===== src/rtl/i2s_rx_10xe_deserializer_pkg.sv =====
// Shared types and constants for the I2S receive path: FSM states and channel codes.
package i2s_rx_10xe_deserializer_pkg;

    typedef enum logic [1:0] {
        IDLE    = 2'd0,
        WAIT_LR = 2'd1,
        SHIFT   = 2'd2,
        SKIP    = 2'd3
    } rx_state_e;

    localparam logic CH_LEFT  = 1'b0;
    localparam logic CH_RIGHT = 1'b1;

endpackage


===== src/rtl/i2s_rx_10xe_sample_fifo.sv =====
// First-word fall-through sample FIFO; head entry is driven straight from the storage flops.
module i2s_rx_10xe_sample_fifo #(
    parameter int WIDTH = 25,
    parameter int DEPTH = 4
) (
    input  logic                     aud_mclk,
    input  logic                     aud_mrst,
    input  logic                     push,
    input  logic [WIDTH-1:0]         push_data,
    input  logic                     pop_req,
    input  logic                     clr_overflow,
    output logic [WIDTH-1:0]         head_data,
    output logic                     not_empty,
    output logic [$clog2(DEPTH):0]   count,
    output logic                     overflow
);

    localparam int AW = $clog2(DEPTH);

    logic [WIDTH-1:0] mem [DEPTH];
    logic [AW:0]      wptr;
    logic [AW:0]      rptr;
    logic             empty;
    logic             full;
    logic             pop;
    logic             wr;

    // Pointers carry one extra wrap bit so full and empty stay distinguishable.
    assign empty = (wptr == rptr);
    assign full  = (wptr[AW] != rptr[AW]) && (wptr[AW-1:0] == rptr[AW-1:0]);
    assign pop   = !empty && pop_req;
    assign wr    = push && (!full || pop);

    always_ff @(posedge aud_mclk or posedge aud_mrst) begin
        if (aud_mrst) begin
            wptr     <= '0;
            rptr     <= '0;
            overflow <= 1'b0;
            for (int i = 0; i < DEPTH; i++) begin
                mem[i] <= '0;
            end
        end else begin
            if (wr) begin
                mem[wptr[AW-1:0]] <= push_data;
                wptr              <= wptr + 1'b1;
            end
            if (pop) begin
                rptr <= rptr + 1'b1;
            end
            // A drop in the same cycle as a clear keeps the flag set.
            if (push && full && !pop) begin
                overflow <= 1'b1;
            end else if (clr_overflow) begin
                overflow <= 1'b0;
            end
        end
    end

    assign count     = wptr - rptr;
    assign head_data = mem[rptr[AW-1:0]];
    assign not_empty = !empty;

endmodule


===== src/rtl/i2s_rx_10xe_deserializer.sv =====
// I2S receiver: oversamples sclk/lrclk/sdata in the aud_mclk domain, deframes
// left/right words and queues them for a valid/ready consumer.
module i2s_rx_10xe_deserializer
    import i2s_rx_10xe_deserializer_pkg::*;
#(
    parameter int DATA_WIDTH  = 24,
    parameter int SLOT_WIDTH  = 32,
    parameter int FIFO_DEPTH  = 4,
    parameter int SYNC_STAGES = 2
) (
    input  logic                          aud_mclk,
    input  logic                          aud_mrst,
    input  logic                          enable,
    input  logic                          sclk_in,
    input  logic                          lrclk_in,
    input  logic                          sdata_in,
    output logic [DATA_WIDTH-1:0]         m_tdata,
    output logic                          m_tid,
    output logic                          m_tvalid,
    input  logic                          m_tready,
    output logic [$clog2(FIFO_DEPTH):0]   fifo_count,
    output logic                          overflow,
    input  logic                          clr_overflow,
    output logic                          frame_err
);

    localparam int BW = $clog2(SLOT_WIDTH);
    localparam logic [BW-1:0] LAST_BIT = BW'(DATA_WIDTH - 1);

    logic [SYNC_STAGES-1:0] sclk_sync;
    logic [SYNC_STAGES-1:0] lr_sync;
    logic [SYNC_STAGES-1:0] sd_sync;
    logic                   sclk_s;
    logic                   lr_s;
    logic                   sd_s;
    logic                   sclk_prev;
    logic                   lr_prev;
    logic                   srise;
    logic                   boundary;

    rx_state_e              state;
    rx_state_e              state_next;
    logic                   cnt_clear;
    logic                   cnt_inc;
    logic                   shift_en;
    logic                   push_set;
    logic                   ferr_set;
    logic                   ch_load;

    logic [DATA_WIDTH-1:0]  shreg;
    logic [BW-1:0]          bitcnt;
    logic                   ch;
    logic                   push_q;
    logic [DATA_WIDTH:0]    head;

    assign sclk_s   = sclk_sync[SYNC_STAGES-1];
    assign lr_s     = lr_sync[SYNC_STAGES-1];
    assign sd_s     = sd_sync[SYNC_STAGES-1];
    assign srise    = sclk_s && !sclk_prev;
    assign boundary = srise && (lr_s != lr_prev);

    // lr_prev tracks the line even while disabled so a fresh enable waits for a real boundary.
    always_ff @(posedge aud_mclk or posedge aud_mrst) begin
        if (aud_mrst) begin
            sclk_sync <= '0;
            lr_sync   <= '0;
            sd_sync   <= '0;
            sclk_prev <= 1'b0;
            lr_prev   <= 1'b0;
        end else begin
            sclk_sync <= {sclk_sync[SYNC_STAGES-2:0], sclk_in};
            lr_sync   <= {lr_sync[SYNC_STAGES-2:0], lrclk_in};
            sd_sync   <= {sd_sync[SYNC_STAGES-2:0], sdata_in};
            sclk_prev <= sclk_s;
            if (srise) begin
                lr_prev <= lr_s;
            end
        end
    end

    always_ff @(posedge aud_mclk or posedge aud_mrst) begin
        if (aud_mrst) begin
            state <= IDLE;
        end else begin
            state <= state_next;
        end
    end

    // The boundary srise carries the previous word's LSB, so it never shifts.
    always_comb begin
        state_next = state;
        cnt_clear  = 1'b0;
        cnt_inc    = 1'b0;
        shift_en   = 1'b0;
        push_set   = 1'b0;
        ferr_set   = 1'b0;
        ch_load    = 1'b0;
        case (state)
            IDLE: begin
                if (enable) begin
                    state_next = WAIT_LR;
                end
            end
            WAIT_LR, SKIP: begin
                if (boundary) begin
                    state_next = SHIFT;
                    cnt_clear  = 1'b1;
                    ch_load    = 1'b1;
                end
            end
            SHIFT: begin
                if (boundary) begin
                    ferr_set  = 1'b1;
                    cnt_clear = 1'b1;
                    ch_load   = 1'b1;
                end else if (srise) begin
                    shift_en = 1'b1;
                    if (bitcnt == LAST_BIT) begin
                        push_set   = 1'b1;
                        state_next = SKIP;
                    end else begin
                        cnt_inc = 1'b1;
                    end
                end
            end
            default: state_next = IDLE;
        endcase
        if (!enable) begin
            state_next = IDLE;
            cnt_clear  = 1'b0;
            cnt_inc    = 1'b0;
            shift_en   = 1'b0;
            push_set   = 1'b0;
            ferr_set   = 1'b0;
            ch_load    = 1'b0;
        end
    end

    always_ff @(posedge aud_mclk or posedge aud_mrst) begin
        if (aud_mrst) begin
            shreg     <= '0;
            bitcnt    <= '0;
            ch        <= CH_LEFT;
            push_q    <= 1'b0;
            frame_err <= 1'b0;
        end else begin
            push_q    <= push_set;
            frame_err <= ferr_set;
            if (shift_en) begin
                shreg <= {shreg[DATA_WIDTH-2:0], sd_s};
            end
            if (cnt_clear) begin
                bitcnt <= '0;
            end else if (cnt_inc) begin
                bitcnt <= bitcnt + 1'b1;
            end
            if (ch_load) begin
                ch <= lr_s;
            end
        end
    end

    // Output stream: a word transfers on any clock where m_tvalid && m_tready; m_tvalid
    // never depends on m_tready, and the head word holds steady until it is taken.
    i2s_rx_10xe_sample_fifo #(
        .WIDTH (DATA_WIDTH + 1),
        .DEPTH (FIFO_DEPTH)
    ) u_fifo (
        .aud_mclk     (aud_mclk),
        .aud_mrst     (aud_mrst),
        .push         (push_q),
        .push_data    ({ch, shreg}),
        .pop_req      (m_tready),
        .clr_overflow (clr_overflow),
        .head_data    (head),
        .not_empty    (m_tvalid),
        .count        (fifo_count),
        .overflow     (overflow)
    );

    assign m_tid   = head[DATA_WIDTH];
    assign m_tdata = head[DATA_WIDTH-1:0];

endmodule


===== config.mk =====
export PLATFORM = sky130hd
export DESIGN_NAME = i2s_rx_10xe_deserializer
export DESIGN_NICKNAME = d
export VERILOG_FILES = /design/src/rtl/i2s_rx_10xe_deserializer_pkg.sv /design/src/rtl/i2s_rx_10xe_sample_fifo.sv /design/src/rtl/i2s_rx_10xe_deserializer.sv
export SDC_FILE = /design/constraint.sdc
export NUM_CORES = 1
export LEC_CHECK = 0
export ABC_AREA = 1
export CORE_UTILIZATION = 41
export DETAILED_ROUTE_END_ITERATION = 10
export SLEW_MARGIN = 20
export SYNTH_ARGS = -nofsm -noshare
export SYNTH_HDL_FRONTEND = slang
export SYNTH_SLANG_ARGS = --single-unit

===== constraint.sdc =====
create_clock -name aud_mclk -period 5.8 [get_ports aud_mclk]
set_input_delay 0.87 -clock aud_mclk [delete_from_list [all_inputs] [get_ports aud_mclk]]
set_output_delay 0.87 -clock aud_mclk [all_outputs]
set_load 0.01 [all_outputs]

== After elaboration in Yosys (flattened, before gate mapping) ==
Cells that the tools add are included.
Operators by class
  $add $sub $neg: 4
  magnitude comparators: 3
  eq/ne operators: 12
  mux-type cells: 35
  bitwise operators: 2
  reduce and logical (&&, ||, !) cells: 19
Operators by type and width (number)
  bitwise mux 100 bit: 1
  two-way mux 25 bit: 3
  binary-select mux 25 bit (select 2 bit): 1
  demux 25 bit (select 2 bit): 1
  two-way mux 1 bit: 21
  inequality test 3 bit, second input constant: 4
  two-way mux 2 bit: 5
  two-way mux 5 bit: 2
  logical AND 1 bit: 8
  adder 3 x 1 -> 3 bit, second input constant: 2
  >= comparator 3 bit, second input constant: 2
  inverter 2 -> 3 bit: 2
  one-hot mux 2 bit (3 select lines): 1
  adder 5 x 1 -> 5 bit, second input constant: 1
  == test 5 bit, second input constant: 1
  == test 2 bit, second input constant: 2
  zero test 1 bit: 4
  AND reduction 4 bit: 1
  nonzero test 2 bit: 2
  == test 3 bit: 1
  less-than comparator 3 x 1 -> 1 bit, second input constant: 1
  OR reduction 3 bit: 1
  subtractor 3 bit: 1
  == test 2 x 1 -> 1 bit, second input constant: 1
  5 further kinds: 6
Storage, ports and cells
  register bits: 149
  input port bits: 8
  output and inout port bits: 31
  word-level logic and storage cells: 93

== Depth between registers and ports, before layout ==
Gate-level depths: netlist of the first run.
  word-level depth: 8
  gate-level depth with buffers: 10
  depth with buffers taken out: 8

== Modules after synthesis ==
A second synthesis of the first run with hierarchy kept.
Unflattened totals
  cell total of the unflattened synthesis: 819
  area, all modules: 7038.0 µm²
Modules (own cells, without submodules)
  i2s_rx_10xe_sample_fifo: times used 1, cells an instance 643, area an instance 5336.4 µm², sequential area each 2677.6 µm²
  i2s_rx_10xe_deserializer: times used 1, cells an instance 176, area an instance 1701.6 µm², sequential area each 1051.0 µm²

== Least setup slack after synthesis of the first run ==
OpenSTA, ideal clock, no wires.
  path kind: register -> output
  start: reg u_fifo.rptr[1]
  end: out m_tvalid
  data arrival time: 1.358 ns
  required time: 4.930 ns
  path slack: 3.572 ns
  stages on the path, launching flop included: 7
  buffers on the path: 1
  path through: dfrtp_1 -> inv_1 -> clkbuf_1 -> ha_1 -> nand2_1 -> inv_1 -> nand2_1
Between the ends
  cells in the longest elaborated chain, start to end: 2
RTL lines
  start, declared: RTL line i2s_rx_10xe_sample_fifo.sv:22  | logic [AW:0] rptr;
  start signal, assigned: RTL line i2s_rx_10xe_sample_fifo.sv:48  | rptr <= rptr + 1'b1;
  == test 3 bit: RTL line i2s_rx_10xe_sample_fifo.sv:29  | assign empty = (wptr == rptr);
  zero test 1 bit: RTL line i2s_rx_10xe_sample_fifo.sv:61  | assign not_empty = !empty;
  end, declared: RTL line i2s_rx_10xe_deserializer.sv:19  | output logic m_tvalid,
Every way passes these cells.

== Worst setup path after layout of the first run ==
  start: reg u_fifo.rptr[0]
  end: out m_tdata[10]
Between the ends
  cells in the longest elaborated chain, start to end: 4
RTL lines
  inverter 2 -> 3 bit (not written as such): RTL line i2s_rx_10xe_sample_fifo.sv:60  | assign head_data = mem[rptr[AW-1:0]];
  binary-select mux 25 bit (select 2 bit): RTL line i2s_rx_10xe_sample_fifo.sv:60
  two-way mux 25 bit (not written as such) (2 in a row): RTL line i2s_rx_10xe_sample_fifo.sv:60
  end, declared: RTL line i2s_rx_10xe_deserializer.sv:17  | output logic [DATA_WIDTH-1:0] m_tdata,
Every way passes these cells. The select of a mux whose other input is x is not followed.

==> results of run 1 <==
## kinds of logic (layout without fill, tap and decap cells)
group	after synthesis	in the layout	share of synthesized area
compound gates	105	105	0.0808
xor+xnor	7	7	0.00888
fa+ha+maj	9	9	0.0174
buf+inv	100	116	0.0625
flops	149	149	0.540
simple gates	447	447	0.291
## placed cells by master, fill, tap and decap left out, types with 8 or more instances in the layout
| master | instances |
|---|---|
| o21ai_1 | 26 |
| buf_4 | 11 |
| o21ai_0 | 40 |
| nor2_1 | 68 |
| nand3_1 | 17 |
| nand2_1 | 250 |
| o22ai_1 | 26 |
| dfrtp_1 | 148 |
| clkdlybuf4s50_1 | 38 |
| ha_1 | 8 |
| clkbuf_16 | 17 |
| nand4_1 | 102 |
| inv_1 | 32 |
| a21oi_1 | 13 |
## registers in the layout (all words and copies together) (netlist names), 2 cells and up
register     cells
u_fifo.mem     100
shreg           24
bitcnt           5
u_fifo.rptr      3
u_fifo.wptr      3
lr_sync          2
sclk_sync        2
sd_sync          2
state            2
## final cells by class
type | instances | area [um2]
well taps | 220 | 275
inverters | 36 | 140
multi-input cells | 568 | 2750
clock buffers | 22 | 484
flip-flops and latches | 149 | 3730
clock inverters | 9 | 150
repair buffers | 49 | 463
fillers | 1555 | 8540
## metrics by stage
stage / std cells / power [uW] / setup slack [ns] / utilization / hold slack (ns)
6_report: 1053 / 2570 / 1.74 / 0.483 / 0.351
5_1_grt: 1053 / 2680 / 1.50 / 0.483 / 0.367
4_1_cts: 1053 / 2590 / 1.72 / 0.483 / 0.352
3_5_place_dp: 1022 / 1400 / 2.18 / 0.445 / 0.340
3_3_place_gp: 1022 / 1400 / 2.24 / 0.445 / 0.333
2_1_floorplan: 817 / 1340 / 0.922 / - / 0.331
## worst paths after layout
| kind | cells after the start | slack, ns | startpoint | to |
|---|---|---|---|---|
| hold / removal | 0 | 0.35 | sclk_sync[0] | sclk_sync[1] |
| setup / recovery | 4 | 1.74 | u_fifo.rptr[0] | m_tdata[10] |
| max in group asynchronous | 3 | 3.60 | aud_mrst | u_fifo.mem[94] |
| setup reg to reg | 7 | 2.59 | u_fifo.rptr[0] | u_fifo.mem[89] |
| hold reg to reg | 0 | 0.35 | sclk_sync[0] | sclk_sync[1] |
| min in group asynchronous | 2 | 1.00 | aud_mrst | sd_sync[1] |
## power groups by stage
stage,Clock (uW),Sequential [uW],Combinational (uW)
global route,1250,1260,171
CTS,1200,1240,146
global placement,0,1260,137
finish,1170,1250,143
detailed placement,0,1260,144
floorplan,0,1220,114
## routing by layer
metal / up-vias / routed length (um) / GRT usage
li1: 2773 / - / -
met1: 2924 / 7960 / 0.291
met2: 178 / 8450 / 0.338
met3: 13 / 858 / 0.0484
met4: 0 / 163 / 0.0575
met5: - / 0 / 0
## critical path, stage by stage (launching register included)
cell and delay (ns):
dfrtp_1 1.05, inv_2 0.68, o21ai_0 0.37, o22ai_1 0.14, clkdlybuf4s50_1 0.52
==> metrics.md, run 1 <==
| Metric | Value |
|---|---|
| Die Wd | 132 um |
| Sequential power share | 0.487 |
| CP Class | flop to primary output |
| CTS sink count | 149 |
| CTS Root Cell | clkbuf_16 |
| Outcome | finished, violations left |
| CTS Buf Count | 17 |
| Via count | 5,888 |
| Mapped Area | 6910 um2 |
| Setup TNS Final | 0 ns |
| Top Ports | 39 |
| CTS Hold Bufs | 0 |
| Net Sw Power | 628 uW |
| Post-synth EDFFs | 0 |
| Starting Density | 0.418 |
| RSZ-0062 raised after global routing | false |
| Final HPWL DP | 9740 um |
| Clock power share | 0.457 |
| Leak | 0.00403 uW |
| Slew margin rel. | 0.281 |
| Mean Syn Cell Area | 8.45 um2 |
| Critical path endpoint category | primary output |
| Global route overflow | 0 |
| Fmax | 246 MHz |
| Cells after Synth | 817 |
| #FFs+latches synth | 149 |
| Switching share of power | 0.245 |
| CTS tree | done |
| Die H | 132 um |
| Post-synthesis cell type count | 26 |
| Ys flop type | dfrtp_1 |
| Port Buffers | 38 |
| Antenna cells | 0 |
| Ranking of synthesized cells by area | dfrtp_1 (54%), nand2_1 (14%), nand4_1 (9.2%), nor2_1 (3.7%), o21ai_0 (2.9%) |
| Number of global-route vias before repair | 5,540 |
| Pins Over Slew Limit | 0 |
| TritonRoute pass-1 iters | 10 |
| Layout cells sized above 1 | 0.0636 |
| Antenna Nets Post-Route | 0 |
| Gr usage total | 0.212 |
| Die area | 17,400 um2 |
| Critical Path Start Type | flop |
| GPL Wtd Cong | 0.765 |
| Req. time, crit path | 4.93 ns |
| Clock buffer depth | 2 |
| Syn-to-layout area delta | 15.7% |
| Clk_skew | 0.00852 ns |
| Final worst path period share | 0.700 |
| WP data arrival | 3.19 ns |
| Logic pwr share | 0.056 |
| Fraction of registers with async set/reset | 1.00 |
| Final std cell area, no fill | 7990 um2 |
| P_int | 1940 uW |
| H-tree depth | 4 |
| Largest net degree at the start of global routing | 101 |
| Synth top area share | 0.540 |
| DR iter-0 viols | 560 |
| Min Tclk post-route | 4.06 ns |
| Clock latency on the worst-skew pair | 0.42 ns |
| Critical Path Fanout Max | 51 |
| Antenna violations before repair | 0 |
| Sequential-to-total area share from yosys stat | 0.540 |
| PwrDens | 321 nW/um2 |
| # resized after CTS | 0 |
| Row count | 47 |
| Slew at the pin with the worst max-slew slack | 1.08 ns |
| Remaining routing DRC violations | 2 |
| Count leader, synth | nand2_1 |
| Min-delay worst type | flop to flop |
| Total of max-cap violations | 0 |
| Reg clk slew, reported paths | 0.06 ns |
| Postcts setup bufs | 0 |
| Commonest cells in the netlist | nand2_1 (250), dfrtp_1 (149), nand4_1 (102) |
| Syn Nets | 834 |
| Violated checks | DRC |
| Total routed wirelength | 17,400 um |
| Final setup fails | 0 |
| Core Region | 16,500 um2 |
| Dpl cell area | 7350 um2 |
| Ys Warns | 0 |
| First-pass GRT wire length | 28,900 um |
| Via density | 5.59 |
| Endpoints failing hold | 0 |
| Area leader, netlist | dfrtp_1 |
| Wire per inst | 16.6 um |
| Max VDD drop | 0.215 mV |
| Fin nets | 838 |
No activity file was read; power rests on OpenSTA's default activity.
==> run 2, diff against run 1 <==
Clock period 5.8 ns to 3.3 ns, I/O delays scaled along.
==> run 2 against run 1 <==
The flow now finishes without violations. Register-to-register slack lost 1.8 ns. Routed wire length increased by 1.4%. Worst hold slack gained 0.0058 ns. Setup slack lost 1.3 ns. Die area did not move. Critical path type unchanged.
==> metrics.md, run 2 (synthesized netlist as in run 1, its figures left out) <==
| Metric | Value |
|---|---|
| CTS tree | done |
| Port Buffers | 38 (unchanged) |
| Power, Total | 4300 uW (+68%) |
| Clock buffer depth | 2 (unchanged) |
| Slowest stage delay, CP | 0.60 ns (-0.45 ns) |
| H-tree depth | 4 (unchanged) |
| GPL Wtd Cong | 0.785 (+2.6%) |
| Wire per inst | 16.7 um (+0.79%) |
| CTS Root Cell | clkbuf_16 |
| Leak | 0.00402 uW (-0.24%) |
| Endpoints failing hold | 0 (unchanged) |
| Via count | 5,841 (-0.80%) |
| Top Ports | 39 (unchanged) |
| Biggest register | u_fifo.mem |
| Final std cell area, no fill | 8010 um2 (+0.30%) |
| Global route overflow | 0 (unchanged) |
| Fin nets | 843 (+0.60%) |
| Largest registers | u_fifo.mem: 100 flops, shreg: 24 flops, bitcnt: 5 flops |
| Pins Over Slew Limit | 0 (unchanged) |
| Critical Path Fanout Max | 32 (-37%) |
| Die Wd | 132 um (unchanged) |
| Number of global-route vias before repair | 5,423 (-2.1%) |
| Min-delay worst type | flop to flop |
| Final HPWL DP | 9990 um (+2.5%) |
| Dpl cell area | 7440 um2 (+1.2%) |
| Largest register FFs | 100 (unchanged) |
| Antenna cells | 0 (unchanged) |
| Total routed wirelength | 17,700 um (+1.4%) |
| Remaining routing DRC violations | 0 (-2) |
| Die area | 17,400 um2 (unchanged) |
| Max stage delay cell, worst path | clkdlybuf4s50_1 |
| WP buf/inv | 3 (+1) |
| Clk_skew | 0.00957 ns (+0.00105 ns) |
| CTS Buf Count | 17 (unchanged) |
| Antenna violations before repair | 0 (unchanged) |
| PwrDens | 537 nW/um2 (+67%) |
| Total of max-cap violations | 0 (unchanged) |
| Max VDD drop | 0.313 mV (+46%) |
| Slew margin rel. | 0.485 (+0.204) |
| Commonest non-fill, non-tap cell in the layout | nand2_1 |
| First-pass GRT wire length | 29,000 um (+0.33%) |
| Delay-heaviest family, CP | buffers and inverters |
| Critical path endpoint category | primary output |
| Largest net degree at the start of global routing | 85 (-16%) |
| Min Tclk post-route | 2.86 ns |
| Final setup fails | 0 (unchanged) |
| Reg clk slew, reported paths | 0.06 ns (about the same) |
| Die H | 132 um (unchanged) |
| Final worst path period share | 0.866 |
| CP Class | flop to primary output |
| Clock latency on the worst-skew pair | 0.42 ns (about the same) |
| Syn-to-layout area delta | 16.0% |
| CTS sink count | 149 (unchanged) |
| Crit-path cells | inv_2, buf_12, nor2_1, o22ai_1, clkdlybuf4s50_1 |
| TritonRoute pass-1 iters | 5 (-5) |
| Fmax | 350 MHz |
| CTS Hold Bufs | 0 (unchanged) |
| Req. time, crit path | 2.80 ns (-2.13 ns) |
| Slew at the pin with the worst max-slew slack | 0.772 ns (-0.306 ns) |
| Core Region | 16,500 um2 (unchanged) |
| # resized after CTS | 0 (unchanged) |
| DR iter-0 viols | 575 (+2.7%) |
| Layout cells sized above 1 | 0.0703 (+0.00670) |
| WP data arrival | 2.36 ns (-0.83 ns) |
| Final WS setup | 0.443 ns (-1.30 ns) |
| Commonest cells after routing, fill and taps aside | nand2_1 (250), dfrtp_1 (148), nand4_1 (102) |
| Antenna Nets Post-Route | 0 (unchanged) |
| FF-to-FF setup slack | 0.80 ns (-1.79 ns) |
| Gr usage total | 0.213 (+0.000687) |
| Via density | 5.52 (-1.4%) |
| Filler Cells Inserted | 1,543 (-0.77%) |
| Post-place setup slack | 0.810 ns (-1.37 ns) |
| Starting Density | 0.418 (unchanged) |
| Row count | 47 (unchanged) |
| Setup TNS Final | 0 ns (unchanged) |
| RSZ-0062 raised after global routing | false |
| Critical Path Start Type | flop |
| Postcts setup bufs | 0 (unchanged) |
| Inst Count DP | 1,027 (+0.49%) |
| Outcome | complete, no violations |
| Final cell count without fillers | 1,059 (+0.57%) |
[run 2: cell count changes in the layout (fill, tap and decap cells not counted), sizes merged]
cell	before	now
buf	11	16
clkinvlp	2	8
clkbuf	22	21
bufinv	4	1
clkinv	3	2
[run 2: stage by stage]
| stage | hold WS (ns) | util |
|---|---|---|
| finish | 0.356 | 0.485 |
| global route | 0.366 | 0.485 |
| CTS | 0.359 | 0.485 |
| detailed placement | 0.345 | 0.450 |
| global placement | 0.334 | 0.450 |
| floorplan | 0.331 | - |
[run 2: layer usage]
metal  GRT usage  up-vias  share of wire
li1            -     2775              -
met1       0.292     2907           0.46
met4      0.0698        0         0.0067
met5           0        -              0
met2       0.335      151           0.48
met3      0.0461        8          0.052
[run 2: final cells by class]
type,instances,area [um2],share of cell area
multi-input combinational,568,2750,0.343
timing repair buffer,54,551,0.0687
clock inverter,11,101,0.0126
clock buffer,21,470,0.0587
sequential,149,3730,0.465
inverter,36,139,0.0173
tap,220,275,0.0344
[run 2: final timing paths]
kind,start,end,cells after the start
max reg2reg,u_fifo.rptr[0],u_fifo.mem[92],8
min in group asynchronous,aud_mrst,lr_sync[0],2
min,sd_sync[0],sd_sync[1],0
min reg2reg,sd_sync[0],sd_sync[1],0
max in group asynchronous,aud_mrst,u_fifo.mem[65],3
max,u_fifo.rptr[0],m_tid,5
[run 2: worst register-to-register path: stages, from the launching register on]
cell and delay [ns]:
dfrtp_1 0.40, buf_4 0.21, ha_1 0.35, nand2_1 0.08, inv_1 0.07, nand3_4 0.27
nand3_2 0.68, nand2_1 0.25, nand2_1 0.08
[run 2: power breakdown]
group | internal, uW | total, uW | switching (uW)
logic | 98.9 | 259 | 160
clock network | 1090 | 1850 | 755
registers | 1980 | 2190 | 216
==> RTL change 1: new RTL, flow settings as in run 1 <==
Change the parameter `FIFO_DEPTH` from 4 to 8.
--- a/src/rtl/i2s_rx_10xe_deserializer.sv
+++ b/src/rtl/i2s_rx_10xe_deserializer.sv
@@ -5,7 +5,7 @@
 #(
     parameter int DATA_WIDTH  = 24,
     parameter int SLOT_WIDTH  = 32,
-    parameter int FIFO_DEPTH  = 4,
+    parameter int FIFO_DEPTH  = 8,
     parameter int SYNC_STAGES = 2
 ) (
     input  logic                          aud_mclk,
Interface: changed (resized fifo_count); port bits go from 39 to 40. No check against the original RTL was run, so the function may have changed too.
==> RTL change 1 against run 1 <==
Combinational power grew to 13 times the old value; hold slack worse by 0.0019 ns; area after synthesis is 79% higher; sequential cell count is 102 higher; worst setup slack worse by 0.12 ns; via count is 82% higher; cell area is 72% higher; synthesized cell count is 88% higher; power is 130% higher; die area is 78% higher; global-route usage is 3.8 points higher; routed wire length is 120% higher; critical endpoint is now m_tdata[0].
==> RTL change 1: results (changes against run 1) <==
[metrics] synthesized net count: 1547 (+85%)
[metrics] number of antenna diodes: 0 (unchanged)
[metrics] Setup crit start: u_fifo.rptr[0]
[metrics] min-delay worst type: register to register
[metrics] grt met3 use: 2.900% (-1.9 points)
[metrics] worst-case vdd ir drop: 0.2832 mV (+32%)
[metrics] final sum of negative setup slack: 0 ns (unchanged)
[metrics] Commonest cells post-synth: nand2_1, dfrtp_1, nand4_1
[metrics] antenna violations before repair: 0 (unchanged)
[metrics] worst reg2reg startpoint: u_fifo.rptr[2]
[metrics] post-detailed-route via-to-cell ratio: 5.648 (+1.0%)
[metrics] post-synthesis sequential area ratio: 50.81% (-3.2 points)
[metrics] cell internal power dissipation: 3705 uW (+91%)
[metrics] Post-CTS Setup Repair Bufs: 0 (unchanged)
[metrics] number of gates resized after cts: 0 (unchanged)
[metrics] layout cell share with drive strength beyond 1: 6.645% (+0.28 points)
[metrics] type of the worst setup path: register to output port
[metrics] Yosys warning total: 0 (unchanged)
[metrics] clock skew: 0.009485 ns (+0.0009665 ns)
[metrics] gp weighted congestion: 0.7813 (+2.2%)
[metrics] met1 capacity usage during global routing: 35.57% (+6.5 points)
[metrics] maximum root-to-sink buffer count: 3 (+1)
[metrics] startpoint of the worst hold path: sclk_sync[0]
[metrics] flip-flop cell with the highest count after synthesis: dfrtp_1
[metrics] root cell of the clock tree: clkbuf_16
[metrics] average wire per cell in the routed design: 19.88 um (+20%)
[metrics] Detailed Place HPWL: 19240 um (+97%)
[metrics] registers with the most flip-flops: u_fifo.mem x200, shreg x24, bitcnt x5
[metrics] static leakage: 0.007055 uW (+75%)
[metrics] number of buffers created by CTS: 28 (+11)
[metrics] Initial DRC Count: 1134 (+100%)
[metrics] outcome: completed
[metrics] worst slew margin relative to its limit: 30.48% (+2.4 points)
[metrics] Critical Path Fanout Max: 55 (+7.8%)
[metrics] top area cells in the synthesized netlist: dfrtp_1, nand2_1, nand4_1
[metrics] Synth Area in Adders: 0.7693% (-0.97 points)
[metrics] global-route wire length before repair: 60340 um (+110%)
[metrics] worst hold path cell count: 0 (unchanged)
[metrics] CTS H-Tree Depth: 1 (-3)
[metrics] area fraction in compound gates after synthesis: 7.916% (-0.16 points)
[metrics] cell area after placement: 0.01272 mm2 (+73%)
[metrics] Distinct cells, synth: 23 (-12%)
[metrics] XOR/XNOR Fraction of Synth Area: 0.9211% (+0.033 points)
[metrics] PortBufs: 39 (+2.6%)
[metrics] first-pass iteration count of the detailed router: 5 (-5)
[metrics] cell count of the worst reg-to-reg path: 10 (+3)
[metrics] multiplexer fraction of the synthesized cell area: 0% (unchanged)
[metrics] maximum number of pins on one net before global-route repair: 139 (+38%)
[metrics] overall global routing resource usage: 24.98% (+3.8 points)
[metrics] clock transition at the registers of the reported paths: 0.06 ns (about the same)
[metrics] source-to-sink clock delay at the later pin of the worst-skew pair: 0.54 ns (+0.12 ns)
[metrics] critical path arrival: 3.31 ns (+0.12 ns)
[metrics] met2 usage in global routing: 39.97% (+6.1 points)
[metrics] proportion of register bits with asynchronous set or reset after synthesis: 100.0% (unchanged)
[metrics] number of global-route vias before repair: 10353 (+87%)
RTL change 1: cell count changes in the layout (fill, tap and decap cells not counted), sizes merged, moves of 24 or more:
cell | run 1 | this run
nand2 | 251 | 529
dfrtp | 149 | 251
nand4 | 102 | 202
nor2 | 69 | 131
o21ai | 66 | 120
o22ai | 26 | 50
RTL change 1: logic make-up (layout without fill, tap and decap cells):
logic type | after synthesis | in the layout
simple gates | 891 | 891
flops | 251 | 251
buf+inv | 187 | 160
compound gates | 183 | 183
xor+xnor | 13 | 13
fa+ha+maj | 7 | 7
RTL change 1: routing by layer:
metal | vias to the layer above | part of all wire, %
li1 | 5043 | -
met2 | 372 | 46
met5 | - | 0
met4 | 0 | 2.3
met3 | 69 | 6.1
met1 | 5219 | 45
RTL change 1: critical path, stage by stage (launching register included):
cell and delay [ns]:
dfrtp_4 0.61, inv_2 0.68, buf_12 0.35, o21ai_0 0.11
o22ai_1 0.18, nand2_1 0.08, nand2_1 0.16, clkdlybuf4s50_1 0.57
RTL change 1: power by group through the flow:
stage | Combinational, uW | Clock, uW | Sequential [uW]
2_1_floorplan | 1290 | 0 | 1920
3_3_place_gp | 1830 | 0 | 2150
3_5_place_dp | 1820 | 0 | 2150
4_1_cts | 1840 | 1920 | 2120
5_1_grt | 2020 | 2000 | 2140
6_report | 1840 | 1890 | 2120
RTL change 1: worst paths after layout:
| check | end | slack, ns |
|---|---|---|
| worst max-delay path | m_tdata[0] | 1.62 |
| worst min-delay path | sclk_sync[1] | 0.35 |
| worst max register to register | u_fifo.wptr[0] | 1.96 |
| worst min register to register | sclk_sync[1] | 0.35 |
| max in group asynchronous | u_fifo.rptr[0] | 4.22 |
| min in group asynchronous | u_fifo.mem[123] | 0.88 |
RTL change 1: area by class of cell:
type | instances | area [um2]
fill | 2965 | 15930
sequential | 251 | 6290
multi-input combinational | 1094 | 5146
clock buffer | 44 | 882.1
timing repair buffer | 69 | 640.6
tap | 390 | 488.0
inverter | 40 | 153.9
clock inverter | 7 | 110.1
RTL change 1: through the flow:
step / setup slack [ns] / hold slack, ns / total power [uW] / util (%) / cells
after CTS: 1.614 / 0.3491 / 5876 / 46.26 / 1895
after detailed placement: 2.074 / 0.3347 / 3971 / 42.91 / 1844
after floorplan: 1.628 / 0.3312 / 3212 / - / 1532
after global routing: 1.467 / 0.3753 / 6162 / 46.26 / 1895
after global placement: 2.167 / 0.3341 / 3974 / 42.91 / 1844
final: 1.622 / 0.3486 / 5853 / 46.26 / 1895
==> RTL change 2: new RTL, config.mk and constraints of run 1 <==
Made on the original files. Re-encode `rx_state_e` (4 states) as one-hot, 4 bits wide.
--- a/src/rtl/i2s_rx_10xe_deserializer_pkg.sv
+++ b/src/rtl/i2s_rx_10xe_deserializer_pkg.sv
@@ -1,11 +1,11 @@
 // Shared types and constants for the I2S receive path: FSM states and channel codes.
 package i2s_rx_10xe_deserializer_pkg;
 
-    typedef enum logic [1:0] {
-        IDLE    = 2'd0,
-        WAIT_LR = 2'd1,
-        SHIFT   = 2'd2,
-        SKIP    = 2'd3
+    typedef enum logic [3:0] {
+        IDLE    = 4'b0001,
+        WAIT_LR = 4'b0010,
+        SHIFT   = 4'b0100,
+        SKIP    = 4'b1000
     } rx_state_e;
 
     localparam logic CH_LEFT  = 1'b0;
Behaviour: no difference found for any inputs over 10 cycles, from zero or initial values and one cycle with aud_mrst high; not proved beyond that.
==> RTL change 2 against run 1 <==
Sequential cell count up 2; area after synthesis shrank 6.2%; non-clock buffer count decreased by 6; worst setup slack improved by 0.17 ns; utilization rose by 1.1 points; cell area down 5.2%; routed wire length shrank 20%.
Power is not compared: it rests on default switching activity, and its combinational part moved more than twofold at a synthesized area within 25%.
==> RTL change 2: results (changes against run 1) <==
[metrics] clock transition at the registers of the reported paths: 0.06 ns (about the same)
[metrics] number of nets in the layout: 765 (-8.7%)
[metrics] number of global-route vias before repair: 4771 (-14%)
[metrics] Avg Synthesized Cell Area: 8.927 um2 (+5.6%)
[metrics] post-synthesis sequential area ratio: 58.32% (+4.3 points)
[metrics] Filler Cell Count: 1443 (-7.2%)
[metrics] overall global routing resource usage: 18.55% (-2.7 points)
[metrics] critical path arrival: 3.02 ns (-0.17 ns)
[metrics] first-pass iteration count of the detailed router: 5 (-5)
[metrics] clock skew: 0.01011 ns (+0.001591 ns)
[metrics] Commonest cells post-synth: nand2_1, o21ai_0, dfrtp_1
[metrics] area fraction in compound gates after synthesis: 16.64% (+8.6 points)
[metrics] top area cells in the synthesized netlist: dfrtp_1, o21ai_0, nand2_1
[metrics] maximum number of pins on one net before global-route repair: 64 (-37%)
[metrics] Distinct cells, synth: 27 (+3.8%)
[metrics] post-detailed-route via-to-cell ratio: 5.095 (-8.9%)
[metrics] average wire per cell in the routed design: 14.42 um (-13%)
[metrics] Critical Path Fanout Max: 53 (+3.9%)
[metrics] outcome: completed
[metrics] global-route wire length before repair: 23470 um (-19%)
[metrics] layout cell share with drive strength beyond 1: 7.227% (+0.86 points)
[metrics] gp weighted congestion: 0.8086 (+5.8%)
[metrics] synthesized net count: 743 (-11%)
[metrics] cell count after placement: 940 (-8.0%)
[metrics] slowest cell on the critical path: inv_1
[metrics] pre-CTS WS: 2.333 ns (+0.1481 ns)
[metrics] XOR/XNOR Fraction of Synth Area: 0.8108% (-0.077 points)
-- RTL change 2: cell types whose count changed after synthesis, moves of 5 or more --
cell      before  now
inv_1         33   53
clkbuf_1      33   19
buf_1          7    1
nand4_1      102    2
a21oi_1       13    2
o21ai_1       26   16
o21ai_2        0    5
nor2_1        68   63
o21ai_0       40  156
nand2_1      250  165
buf_4          8    0
-- RTL change 2: kinds of logic (layout without fill, tap and decap cells) --
kind of cell | Yosys count | count (layout)
AO/OA/AOI/OAI | 205 | 205
flip-flops | 151 | 151
buffers and inverters | 96 | 131
XOR/XNOR | 6 | 6
AND/OR/NAND/NOR | 259 | 259
adder cells (fa/ha/maj) | 9 | 9
-- RTL change 2: final timing paths --
path	startpoint	endpoint	slack (ns)	cells after the start
setup / recovery	u_fifo.rptr[0]	m_tdata[4]	1.91	6
setup reg to reg	u_fifo.rptr[1]	u_fifo.mem[84]	2.66	7
min in group asynchronous	aud_mrst	sd_sync[0]	0.91	2
hold / removal	sclk_sync[0]	sclk_sync[1]	0.35	0
hold reg to reg	sclk_sync[0]	sclk_sync[1]	0.35	0
max in group asynchronous	aud_mrst	u_fifo.mem[44]	3.89	3
-- RTL change 2: worst reg2reg max path, cell delays in order (launching register included) --
cell and delay [ns]:
dfrtp_1 0.37, inv_1 0.67, ha_1 0.37, nand2_1 0.08, nor2_1 0.06, nand2_2 0.14, nand3_2 0.79, o21ai_0 0.53
-- RTL change 2: through the flow --
stage               total power [uW]  hold WS, ns  cell area, um2  util, %
floorplan                       1625       0.3312            6481        -
global placement                2011       0.3323            6980    45.58
detailed placement              2029       0.3355            6980    45.58
CTS                             3113       0.3488            7567    49.41
global route                    3251       0.3531            7575    49.46
finish                          3079       0.3456            7575    49.46
-- RTL change 2: layout make-up --
class / count / area, um2 / share of cell area, %
flip-flops and latches: 151 / 3780 / 49.90
well taps: 211 / 264.0 / 3.485
inverters: 56 / 215.2 / 2.841
repair buffers: 43 / 417.9 / 5.517
clock buffers: 24 / 491.7 / 6.492
multi-input cells: 479 / 2311 / 30.51
clock inverters: 8 / 95.09 / 1.255
-- RTL change 2: power by group through the flow --
| stage | Sequential (uW) | Combinational, uW | Clock [uW] |
|---|---|---|---|
| floorplan | 1120 | 500 | 0 |
| global placement | 1120 | 891 | 0 |
| detailed placement | 1120 | 907 | 0 |
| CTS | 1100 | 909 | 1100 |
| global route | 1110 | 994 | 1150 |
| finish | 1100 | 899 | 1080 |
-- RTL change 2: layer usage --
layer  up-vias  wire [um]  GRT usage [%]
met5         -          0              0
met4         0        218          5.744
met3        17        598          5.092
met2       110       6816          31.17
met1      2405       6378          23.31
li1       2420          -              -
